## config.mk

```make
export PLATFORM = sky130hd
export DESIGN_NAME = id_ex_elastic_buf
export DESIGN_NICKNAME = d
export VERILOG_FILES = /design/src/rtl/id_ex_elastic_buf.sv
export SDC_FILE = /design/constraint.sdc
export NUM_CORES = 1
export LEC_CHECK = 0
export CORE_ASPECT_RATIO = 0.5
export CORE_MARGIN = 2
export CORE_UTILIZATION = 48
export CTS_CLUSTER_SIZE = 28
export DETAILED_ROUTE_END_ITERATION = 7
export GPL_ROUTABILITY_DRIVEN = 1
export PLACE_DENSITY = 0.79
export SKIP_LAST_GASP = 1
export SLEW_MARGIN = 10
export SYNTH_ARGS = -nofsm -noshare
export SYNTH_HDL_FRONTEND = slang
export SYNTH_SLANG_ARGS = --single-unit
```

## constraint.sdc

```tcl
create_clock -name clock -period 11.25 [get_ports clock]
set_input_delay 3.375 -clock clock [delete_from_list [all_inputs] [get_ports clock]]
set_output_delay 3.375 -clock clock [all_outputs]
set_load 0.01 [all_outputs]
```

## src/rtl/id_ex_elastic_buf.sv

```systemverilog
// id_ex_elastic_buf: ID/EX elastic queue with valid/ready handshakes, flush and NOP bubbles
module id_ex_elastic_buf #(
    parameter int DATA_W = 32,
    parameter int RD_W   = 5,
    parameter int IMM_W  = 16,
    parameter int EX_W   = 4,
    parameter int MEM_W  = 3,
    parameter int WB_W   = 2,
    parameter int DEPTH  = 2,
    localparam int CNT_W = $clog2(DEPTH + 1)
) (
    input  logic              clock,
    input  logic              reset,
    input  logic              flush,
    input  logic              in_valid,
    output logic              in_ready,
    input  logic [EX_W-1:0]   i_ex,
    input  logic [MEM_W-1:0]  i_mem,
    input  logic [WB_W-1:0]   i_wb,
    input  logic [DATA_W-1:0] i_rd1,
    input  logic [DATA_W-1:0] i_rd2,
    input  logic [RD_W-1:0]   i_rd,
    input  logic [IMM_W-1:0]  i_imm,
    output logic              out_valid,
    input  logic              out_ready,
    output logic [EX_W-1:0]   o_ex,
    output logic [MEM_W-1:0]  o_mem,
    output logic [WB_W-1:0]   o_wb,
    output logic [DATA_W-1:0] o_rd1,
    output logic [DATA_W-1:0] o_rd2,
    output logic [RD_W-1:0]   o_rd,
    output logic [IMM_W-1:0]  o_imm,
    output logic [CNT_W-1:0]  count
);
    localparam int PTR_W = (DEPTH > 1) ? $clog2(DEPTH) : 1;
    localparam logic [CNT_W-1:0] FULL_CNT = CNT_W'(DEPTH);
    localparam logic [PTR_W-1:0] LAST_PTR = PTR_W'(DEPTH - 1);

    typedef struct packed {
        logic [EX_W-1:0]   ex;
        logic [MEM_W-1:0]  mem;
        logic [WB_W-1:0]   wb;
        logic [DATA_W-1:0] rd1;
        logic [DATA_W-1:0] rd2;
        logic [RD_W-1:0]   rd;
        logic [IMM_W-1:0]  imm;
    } entry_t;

    entry_t           mem_q [DEPTH];
    entry_t           mem_d [DEPTH];
    logic [PTR_W-1:0] wr_ptr_q, wr_ptr_d;
    logic [PTR_W-1:0] rd_ptr_q, rd_ptr_d;
    logic [CNT_W-1:0] count_q, count_d;
    logic             push, pop;
    entry_t           in_entry, out_entry;

    // Handshake flags come only from registered occupancy, so async reset clears them at once
    assign out_valid = count_q != '0;
    assign in_ready  = count_q < FULL_CNT;
    assign push      = in_valid & in_ready;
    assign pop       = out_valid & out_ready;

    assign in_entry = '{ex: i_ex, mem: i_mem, wb: i_wb, rd1: i_rd1, rd2: i_rd2, rd: i_rd, imm: i_imm};

    // An empty queue presents an all-zero bubble so execute never sees a stale instruction
    assign out_entry = out_valid ? mem_q[rd_ptr_q] : '0;
    assign o_ex      = out_entry.ex;
    assign o_mem     = out_entry.mem;
    assign o_wb      = out_entry.wb;
    assign o_rd1     = out_entry.rd1;
    assign o_rd2     = out_entry.rd2;
    assign o_rd      = out_entry.rd;
    assign o_imm     = out_entry.imm;
    assign count     = count_q;

    // Next queue state: flush wins over push and pop; pointers wrap at DEPTH-1
    always_comb begin
        wr_ptr_d = wr_ptr_q;
        rd_ptr_d = rd_ptr_q;
        count_d  = count_q;
        mem_d    = mem_q;
        if (flush) begin
            wr_ptr_d = '0;
            rd_ptr_d = '0;
            count_d  = '0;
        end else begin
            if (push) begin
                mem_d[wr_ptr_q] = in_entry;
                wr_ptr_d = (wr_ptr_q == LAST_PTR) ? '0 : wr_ptr_q + PTR_W'(1);
            end
            if (pop) begin
                rd_ptr_d = (rd_ptr_q == LAST_PTR) ? '0 : rd_ptr_q + PTR_W'(1);
            end
            count_d = count_q + CNT_W'(push) - CNT_W'(pop);
        end
    end

    // Control state registers with asynchronous reset
    always_ff @(posedge clock or posedge reset) begin
        if (reset) begin
            wr_ptr_q <= '0;
            rd_ptr_q <= '0;
            count_q  <= '0;
        end else begin
            wr_ptr_q <= wr_ptr_d;
            rd_ptr_q <= rd_ptr_d;
            count_q  <= count_d;
        end
    end

    // Entry storage needs no reset: it is only visible while count is non-zero
    always_ff @(posedge clock) begin
        mem_q <= mem_d;
    end
endmodule

```

**After elaboration in Yosys (flattened, before gate mapping)**

Index checks and enable logic that the tools add are counted.

- Output and inout bits: 98
- Input port bits: 99
- Flip-flop bits (word level): 192
- Latch bits: 0
- Bits in read-only memories: 0
- Memories: 0
- RAM bits: 0

- Add/sub/neg operators: 4
- $mul: 0
- Reductions and logical operators: 5
- Bitwise logic cells: 5
- Multiplexer cells: 14
- Div/mod/pow operators: 0
- Order comparisons: 4
- Shift-type cells: 0
- Equality and inequality tests: 0

Operator list:

| operator | number |
|---|---|
| $mux W94 | 5 |
| $bwmux W188 | 1 |
| $demux W94 S1 | 1 |
| $mux W1 | 6 |
| $reduce_bool A2 Y1 | 3 |
| $ge A2 B2 Y1 const B | 2 |
| $not A1 Y2 | 2 |
| $add A1 B1 Y1 const B | 2 |
| $add A2 B1 Y2 | 1 |
| $and A1 B1 Y1 | 2 |
| $lt A2 B1 Y1 const B | 1 |
| $lt A2 B2 Y1 const B | 1 |
| $mux W2 | 1 |
| $reduce_and A2 Y1 | 1 |
| $sub A2 B1 Y2 | 1 |
| $logic_and A1 B1 Y1 | 1 |
| $not A1 Y1 | 1 |

**Depth between registers and ports, before layout**

Gate-level depths: netlist (run 1).

- Word-level depth: 6
- Mapped depth: 8

**Least setup slack after synthesis (run 1)**

Ideal clock, no wire load.

- Kind: input to register
- Start point: in in_valid
- End point: reg mem_q[0] in the netlist's numbering, enable pin
- Cell stages on the path: 2
- Setup time: 0.683 ns
- Data required time: 10.567 ns
- Arrival: 10.341 ns
- Slack: 0.226 ns
- Path through: nand2b_1 -> nor3b_1

- Word-level cells in the longest chain between the ends: 2

Ends and longest elaborated chain:

| element | RTL line | RTL |
|---|---|---|
| start, declared | 15 | `input logic in_valid,` |
| $and A1 B1 Y1 | 60 | `assign push = in_valid & in_ready;` |
| $reduce_and A2 Y1 (no source line) | - |  |
| end signal, assigned | 113 | `mem_q <= mem_d;` |
| end, declared | 49 | `entry_t mem_q [DEPTH];` |

No other way between the ends.
A chain may end at the register's enable or synchronous reset.

**Final worst setup path (run 1)**

- Start point: reg rd_ptr_q
- End point: out o_rd2[19]

- Word-level cells in the longest chain between the ends: 5

Ends and longest elaborated chain:

| element | RTL line | RTL |
|---|---|---|
| start, declared | 52 | `logic [PTR_W-1:0] rd_ptr_q, rd_ptr_d;` |
| start signal, assigned | 106 | `rd_ptr_q <= rd_ptr_d;` |
| $not A1 Y2 (not written as such) | 66 | `assign out_entry = out_valid ? mem_q[rd_ptr_q] : '0;` |
| $mux W94 (not written as such) (3 in a row) | 66 |  |
| $mux W94 | 66 |  |
| end, declared | 30 | `output logic [DATA_W-1:0] o_rd2,` |

No other way between the ends. The select of a mux whose other input is x is not followed.

==> flow_metrics.py, run 1 <==
metrics = {
    "synth": {
        "yosysMostFrequentCell": "edfxtp_1",
        "ys_seq_area_share_pct": 78.3,
        "synth_top_area_share_pct": 76.9,
        "synth_area_leaders": "edfxtp_1 (77%), mux2i_1 (13%), nor2_1 (5.0%)",
        "synth-adder-area-share_pct": 0.341,
        "yosys.area.top_type": "edfxtp_1",
        "synth-edff-count": 188,
        "ys_types": 18,
        "syn-cell-area_sq_um": 7340,
        "syn_avg_cell_area_sq_um": 17.4,
        "synth-seq-cells": 192,
        "synthArstFlopShare_pct": 2.08,
        "yosys.area_share.simple_pct": 5.39,
        "synthMuxAreaShare_pct": 12.8,
        "yosys_warnings": 0,
        "synth_nets": 522,
        "synth_top_family_by_area": "multiplexers",
        "synth_common_cells": "edfxtp_1 (188), nor2_1 (97), mux2i_1 (94)",
        "synth-main-ff-cell": "edfxtp_1",
        "synthXorXnorAreaFrac_pct": 0.477,
        "synth_compound_area_share_pct": 0.0682,
        "netlist_instances": 421,
    },
    "global_routing": {
        "globalRouteTotalUtil_pct": 18.0,
        "grt_pass1_wl_um": 22100,
        "overflow": 0,
        "antenna_found_initial": 0,
        "grt_max_degree": 86,
        "grt_pass1_vias": 4365,
    },
    "layout": {
        "antenna_cells": 0,
        "multi_input_area_sq_um": 1420,
        "seq_area_sq_um": 5750,
        "nets": 722,
        "drive_gt1_share_pct": 6.15,
        "syn_to_final_growth_pct": 36.7,
        "fillCellCount": 1006,
    },
    "timing": {
        "skew_ps": 6.61,
        "hold_viol": 0,
        "finalCritPeriodShare_pct": 57.6,
        "worst_slew_pin_slew_ps": 1010,
        "setup_viol": 0,
        "fin_setup_tns_ps": 0,
        "min_period_ps": 6480,
        "rsz0062_at_grt": "no",
        "clock.fmax_mhz": 154,
        "fin_hold_ws_ps": 605,
        "report.final.slew_viol_count": 0,
        "slew_headroom_pct": 32.4,
    },
    "floorplanning": {
        "die_w_um": 179,
        "die_h_um": 91.4,
        "dieArea_sq_um": 16400,
        "num_io_pins": 197,
        "rows": 31,
        "coreArea_sq_um": 14700,
        "start_util_pct": 49.9,
    },
    "clock_tree": {
        "ctsResizeCount": 0,
        "cts.clk_slew.worst_paths_ps": 60,
        "cts_sinks": 192,
        "cts-root-buf": "clkbuf_16",
        "cts_max_level": 4,
        "hold_buffers": 0,
        "cts_tree": "built",
        "insertion_delay_ps": 410,
        "clk_path_buf_depth": 2,
        "numCtsBuffers": 17,
        "cts_setup_buffers": 0,
    },
    "critical_path": {
        "endpoint": "o_rd2[19]",
        "cp.arrival_ps": 3110,
        "end_kind": "output pin",
        "reg2reg_to": "mem_q[154]",
        "reg2regPathDepth": 3,
        "startpoint": "rd_ptr_q",
        "regToRegStartpoint": "count[1]",
        "path_class": "reg2out",
        "critPathLaunchType": "flip-flop",
        "required_ps": 7880,
        "reg2reg_slack_ps": 9230,
        "crit_fanout": 60,
    },
    "pwr": {
        "pwr-share-seq_pct": 41.4,
        "swShare_pct": 28.2,
        "ir_drop_mv": 0.133,
        "clkPwrFrac_pct": 27.8,
        "powerDensity_nw_per_um2": 218,
        "internal_power_mw": 1.57,
        "p_leak_nw": 3.34,
        "switchingPower_uw": 615,
        "p_comb_share_pct": 30.7,
    },
    "place": {
        "routabilityCongestion": 0.741,
        "place.port_buffers": 196,
        "dp_hpwl_um": 9160,
    },
    "route": {
        "postRouteAntennaNets": 0,
        "dr.pass1.iters": 4,
        "wl_per_cell_um": 17.4,
        "wl_um": 14500,
        "drt_iter0_markers": 313,
        "drc": 0,
        "vias": 4094,
        "vias_per_cell": 4.92,
    },
    "worst_hold_path": {
        "min_path_type": "reg2reg",
    },
    "outcome": {
        "status": "finished clean",
    },
    "run": {
        "maxCapViolCount": 0,
    },
}
## area by class of cell
| type | instances | share of cell area, % |
|---|---|---|
| well taps | 198 | 2.47 |
| inverters | 5 | 0.187 |
| repair buffers | 202 | 20.0 |
| multi-input cells | 203 | 14.1 |
| clock buffers | 20 | 4.35 |
| flip-flops and latches | 192 | 57.3 |
| clock inverters | 12 | 1.57 |
## cell families (layout without fill, tap and decap cells)
| kind of cell | Yosys count | count (layout) |
|---|---|---|
| flops | 192 | 192 |
| compound gates | 1 | 1 |
| fa+ha+maj | 2 | 2 |
| simple gates | 102 | 102 |
| mux | 94 | 94 |
| buf+inv | 26 | 239 |
| xor+xnor | 4 | 4 |
## worst min path at each step
stage / from / end / slack (ps) / depth (start not counted)
after CTS: wr_ptr_q / wr_ptr_q / 620 / 2
after global routing: wr_ptr_q / wr_ptr_q / 630 / 2
after global placement: wr_ptr_q / wr_ptr_q / 550 / 2
after floorplan: wr_ptr_q / wr_ptr_q / 520 / 2
final: wr_ptr_q / wr_ptr_q / 600 / 2
after detailed placement: wr_ptr_q / wr_ptr_q / 600 / 2
## sequential cells by signal, indices dropped and copies added, names as in the netlist
name and cells:
wr_ptr_q 1, rd_ptr_q 1, mem_q 188, count 2
## critical path: stages, from the launching register on
cell and delay [ps]:
dfrtp_4 830, buf_4 890, mux2i_1 200, nor2_1 150
clkdlybuf4s50_1 580
## power groups by stage
| stage | combinational (mW) | clock, mW | sequential, mW |
|---|---|---|---|
| floorplan | 0.381 | 0 | 0.905 |
| global placement | 0.673 | 0 | 0.917 |
| detailed placement | 0.677 | 0 | 0.921 |
| CTS | 0.682 | 0.619 | 0.906 |
| global route | 0.718 | 0.650 | 0.913 |
| finish | 0.671 | 0.608 | 0.904 |
## per-layer routing
layer	up-vias	GRT usage [%]	share of wire, %
li1	1965	-	-
met1	2030	20.7	41
met2	82	33.5	54
met3	17	4.02	3.6
met4	0	5.49	1.4
met5	-	0	0
## placed cells by master (no fill, tap or decap), drive strengths merged
cell / instances
buf: 6
bufinv: 3
clkbuf: 20
clkdlybuf4s50: 196
clkinv: 5
dfrtp: 4
edfxtp: 188
ha: 2
inv: 9
mux2i: 94
nand2b: 1
nor2: 98
nor2b: 1
nor3: 1
nor3b: 1
o21ai: 1
xnor2: 2
xor2: 2
## metrics by stage
stage | cells | setup slack [ps] | area [sq um] | total power [mW] | util, %
floorplan | 421 | 226 | 7340 | 1.29 | -
global placement | 800 | 5150 | 9440 | 1.59 | 64.2
detailed placement | 800 | 5160 | 9440 | 1.60 | 64.2
CTS | 832 | 4690 | 10000 | 2.21 | 68.3
global route | 832 | 4570 | 10000 | 2.28 | 68.3
finish | 832 | 4770 | 10000 | 2.18 | 68.3
Note: power is estimated with default switching activity, not from simulation.
==> inputs of run 2 (changes only) <==
Settings changed: CORE_UTILIZATION 48 to 44, PLACE_DENSITY 0.79 to 0.77.
Clock period 11.25 ns to 5.6 ns, I/O delays scaled along.
==> run 2 against run 1 <==
  * Via count grew 0.32%
  * Routed wire length grew 0.28%
  * Critical path type unchanged
  * Sequential power grew 100%
  * Highest routed layer unchanged
  * Combinational power grew 110%
  * Die area grew 8.8%
==> flow_metrics.py, run 2 (synthesis gave the netlist of run 1 again) <==
metrics = {
    "outcome": {
        "status": "finished clean",
    },
    "timing": {
        "clock.fmax_mhz": 236,
        "skew_ps": 8.07,
        "rsz0062_at_grt": "no",
        "finalCritPeriodShare_pct": 75.7,
        "min_period_ps": 4240,
        "hold_viol": 0,
        "setup_viol": 0,
        "slew_headroom_pct": 33.1,
        "fin_ws_ps": 1360,
        "fin_setup_tns_ps": 0,
        "report.final.slew_viol_count": 0,
        "worst_slew_pin_slew_ps": 1000,
    },
    "critical_path": {
        "path_class": "reg2out",
        "required_ps": 3920,
        "reg2reg_slack_ps": 3380,
        "cp.arrival_ps": 2560,
        "cpPeakStageDelay_ps": 810,
        "crit_buf_inv": 2,
        "reg2reg_to": "mem_q[157]",
        "regToRegStartpoint": "count[1]",
        "cp_top_family": "buffers and inverters",
        "reg2regPathDepth": 3,
        "path_cells": "buf_4 -> mux2i_1 -> nor2_1 -> clkdlybuf4s50_1",
        "critPathSlowestCell": "dfrtp_4",
        "end_kind": "output pin",
        "crit_fanout": 32,
        "critPathLaunchType": "flip-flop",
    },
    "pwr": {
        "internal_power_mw": 3.08,
        "ir_drop_mv": 0.266,
        "swShare_pct": 29.3,
        "powerDensity_nw_per_um2": 432,
        "clkPwrFrac_pct": 26.7,
        "switchingPower_mw": 1.28,
        "p_comb_share_pct": 31.7,
        "p_leak_nw": 3.33,
        "pwr-share-seq_pct": 41.6,
    },
    "global_routing": {
        "antenna_found_initial": 0,
        "grt_max_degree": 84,
        "grt_pass1_wl_um": 21800,
        "overflow": 0,
        "grt_pass1_vias": 4203,
        "globalRouteTotalUtil_pct": 16.1,
    },
    "route": {
        "vias": 4107,
        "drc": 0,
        "dr.pass1.iters": 4,
        "postRouteAntennaNets": 0,
        "wl_um": 14500,
        "vias_per_cell": 4.77,
        "wl_per_cell_um": 16.9,
        "drt_iter0_markers": 215,
    },
    "place": {
        "place.port_buffers": 196,
        "dpl_worst_slack_ps": 1760,
        "dpl_cell_area_sq_um": 9530,
        "dp_hpwl_um": 9360,
        "dp.cells": 829,
        "routabilityCongestion": 0.726,
    },
    "clock_tree": {
        "cts_sinks": 192,
        "cts-root-buf": "clkbuf_16",
        "cts.clk_slew.worst_paths_ps": 70,
        "insertion_delay_ps": 410,
        "ctsResizeCount": 0,
        "clk_path_buf_depth": 2,
        "cts_max_level": 4,
        "hold_buffers": 0,
        "cts_setup_buffers": 0,
        "numCtsBuffers": 17,
        "cts_tree": "built",
    },
    "floorplanning": {
        "num_io_pins": 197,
        "coreArea_sq_um": 16400,
        "die_h_um": 95.3,
        "rows": 33,
        "start_util_pct": 44.9,
        "die_w_um": 187,
        "dieArea_sq_um": 17800,
    },
    "layout": {
        "syn_to_final_growth_pct": 37.6,
        "largest_register": "mem_q",
        "stdcell_count": 861,
        "largest_reg_flops": 188,
        "nets": 722,
        "layout_common_cells": "clkdlybuf4s50_1 (196), edfxtp_1 (188), nor2_1 (97)",
        "stdcell_area_sq_um": 10100,
        "drive_gt1_share_pct": 6.62,
        "layout_commonest_cell": "clkdlybuf4s50_1",
        "antenna_cells": 0,
    },
    "worst_hold_path": {
        "min_to": "wr_ptr_q",
        "holdPathStages": 2,
        "min_path_type": "reg2reg",
        "hp-start": "wr_ptr_q",
    },
    "run": {
        "maxCapViolCount": 0,
    },
}
## run 2: cell types whose count changed in the layout (fill, tap and decap cells not counted)
cell,delta
nor3b_2,-1
inv_8,+2
bufinv_16,-2
nor3_4,+1
clkinv_2,-2
nor3_2,-1
buf_12,+3
clkbuf_1,-3
clkinvlp_4,+5
nor3b_4,+1
buf_4,-3
inv_6,+1
clkinv_4,-1
## run 2: metrics by stage
step / total power, mW / utilization, % / hold slack (ps)
final: 4.36 / 61.8 / 628
after global routing: 4.56 / 61.8 / 670
after CTS: 4.41 / 61.8 / 635
after detailed placement: 3.24 / 58.3 / 611
after global placement: 3.23 / 58.3 / 603
after floorplan: 2.57 / - / 579
## run 2: layer usage
metal,GRT usage (%),vias to the layer above,wire [um]
met5,0,-,0
met2,29.1,89,7840
li1,-,1960,-
met1,19.0,2029,5790
met3,3.02,29,455
met4,7.80,0,433
## run 2: worst reg2reg max path: stages, from the launching register on
cell and delay [ps]:
dfrtp_1 450, nand2b_1 300, nor3_4 570, buf_12 460
## run 2: cell type report
class	count	area (sq um)
Clock buffer	17	425
Tap cell	227	284
Sequential cell	192	5750
Timing Repair Buffer	202	2040
Multi-Input combinational cell	203	1430
Clock inverter	15	148
Inverter	5	18.8
Fill cell	1224	6250
## run 2: power groups by stage
stage	Combinational (mW)	Clock (mW)	Sequential, mW
after floorplan	0.768	0	1.80
after CTS	1.40	1.19	1.82
after global placement	1.39	0	1.84
after detailed placement	1.40	0	1.85
after global routing	1.48	1.25	1.83
final	1.38	1.17	1.81
## run 2: worst max-delay path by stage
stage                           end  slack (ps)  startpoint  cells past startpoint
final                      o_rd1[0]        1360    rd_ptr_q                      4
after global routing      o_rd1[13]        1200    rd_ptr_q                      4
after CTS                  o_rd1[0]        1330    rd_ptr_q                      4
after detailed placement  mem_q[64]        1760    in_valid                      4
after floorplan            mem_q[0]         890    in_valid                      2
after global placement    mem_q[65]        1770    in_valid                      4
==> inputs of run 3 (changes only) <==
Clock period 5.6 ns to 3.8 ns, I/O delays scaled along.
==> run 3 against run 2 <==
  * Sequential share of layout area fell by 0.20 points
  * Critical endpoint is now o_rd2[7]
  * Global-route usage is 0.52 points higher
  * First-iteration DRC count is 12% lower
  * Flip-flop and latch count stayed put
  * Count of clock-buffer cells in the layout grew 1
  * Sequential power is 46% higher
  * Power is 46% higher
==> flow_metrics.py, run 3 (synthesis gave the netlist of run 1 again) <==
metrics = {
    "clock_tree": {
        "clk_path_buf_depth": 2,
        "cts_sinks": 192,
        "cts_setup_buffers": 0,
        "cts_tree": "built",
        "hold_buffers": 0,
        "ctsResizeCount": 0,
        "cts_max_level": 4,
        "numCtsBuffers": 17,
        "insertion_delay_ps": 420,
        "cts.clk_slew.worst_paths_ps": 70,
        "cts-root-buf": "clkbuf_16",
    },
    "place": {
        "routabilityCongestion": 0.730,
        "dp.cells": 835,
        "dp_hpwl_um": 9780,
        "place.port_buffers": 196,
    },
    "worst_hold_path": {
        "hp-start": "wr_ptr_q",
        "min_path_type": "reg2reg",
        "holdPathStages": 2,
        "min_to": "wr_ptr_q",
    },
    "layout": {
        "multi_input_area_sq_um": 1440,
        "layout_commonest_cell": "clkdlybuf4s50_1",
        "largest_register": "mem_q",
        "drive_gt1_share_pct": 7.19,
        "nets": 728,
        "antenna_cells": 0,
        "final_util_pct": 62.0,
        "layout_common_cells": "clkdlybuf4s50_1 (196), edfxtp_1 (188), nor2_1 (97)",
        "stdcell_count": 867,
        "fillCellCount": 1197,
        "largest_reg_flops": 188,
        "syn_to_final_growth_pct": 38.0,
        "seq_area_sq_um": 5750,
    },
    "floorplanning": {
        "die_w_um": 187,
        "rows": 33,
        "dieArea_sq_um": 17800,
        "num_io_pins": 197,
        "start_util_pct": 44.9,
        "die_h_um": 95.3,
        "coreArea_sq_um": 16400,
    },
    "pwr": {
        "ir_drop_mv": 0.393,
        "p_leak_nw": 3.36,
        "finalPower_mw": 6.38,
        "powerDensity_nw_per_um2": 630,
    },
    "critical_path": {
        "reg2reg_slack_ps": 1950,
        "path_class": "reg2out",
        "cp.arrival_ps": 2230,
        "reg2reg_to": "count[1]",
        "regToRegStartpoint": "count[1]",
        "reg2regPathDepth": 8,
        "crit_fanout": 20,
        "required_ps": 2660,
        "critPathLaunchType": "flip-flop",
        "end_kind": "output pin",
    },
    "route": {
        "wl_per_cell_um": 17.0,
        "wl_um": 14800,
        "vias": 4159,
        "drt_iter0_markers": 190,
        "dr.pass1.iters": 4,
        "vias_per_cell": 4.80,
        "postRouteAntennaNets": 0,
        "drc": 0,
    },
    "timing": {
        "report.final.slew_viol_count": 0,
        "skew_ps": 10.7,
        "clock.fmax_mhz": 297,
        "finalCritPeriodShare_pct": 88.7,
        "slew_headroom_pct": 61.5,
        "setup_viol": 0,
        "hold_viol": 0,
        "worst_slew_pin_slew_ps": 577,
        "min_period_ps": 3370,
        "rsz0062_at_grt": "no",
    },
    "global_routing": {
        "grt_pass1_wl_um": 22200,
        "grt_max_degree": 83,
        "overflow": 0,
        "grt_pass1_vias": 4273,
        "antenna_found_initial": 0,
        "globalRouteTotalUtil_pct": 16.6,
    },
    "run": {
        "maxCapViolCount": 0,
    },
    "outcome": {
        "status": "finished clean",
    },
}
## run 3: cell types whose count changed in the layout (fill, tap and decap cells not counted), sizes merged
cell,before,now
buf,6,12
clkinv,2,7
clkinvlp,5,1
bufinv,1,0
clkbuf,17,18
inv,12,11
## run 3: report_power, final
group          internal (mW)  switching (mW)  leakage, nW
Sequential              2.55          0.0960         1.77
Clock                  0.863           0.801        0.269
Combinational           1.08           0.991         1.32
## run 3: per-stage QoR
step / hold slack (ps) / instance area, sq um / setup TNS [ps] / setup slack [ps]
global placement: 596 / 9580 / 0 / 830
floorplan: 579 / 7370 / -33850 / -280
CTS: 637 / 10100 / 0 / 377
global route: 651 / 10100 / 0 / 317
finish: 631 / 10100 / 0 / 430
detailed placement: 617 / 9580 / 0 / 845
## run 3: cell type report
type                            instances  area share [%]
Clock buffer                           18            4.24
Sequential cell                       192            56.7
Clock inverter                         14            1.25
Tap cell                              227            2.80
Inverter                                5           0.185
Multi-Input combinational cell        203            14.2
Timing Repair Buffer                  208            20.6
## run 3: worst max-delay path by stage
stage                   from        end  cells past startpoint
finish              rd_ptr_q   o_rd2[7]                      4
global route        rd_ptr_q  o_rd2[23]                      4
CTS                 rd_ptr_q  o_rd1[21]                      4
detailed placement  rd_ptr_q  o_rd1[21]                      4
global placement    rd_ptr_q  o_rd1[21]                      4
floorplan           in_valid   mem_q[0]                      2
## run 3: critical path: stages, from the launching register on
cell and delay [ps]:
dfrtp_4 660, buf_4 330, mux2i_1 240, nor2_1 70, clkdlybuf4s50_1 510
## run 3: metal layers
layer	vias to the layer above	global-route usage, %	wire, um
li1	1975	-	-
met1	2079	18.4	5810
met2	91	31.3	8190
met3	14	4.01	531
met4	0	7.01	240
met5	-	0	0
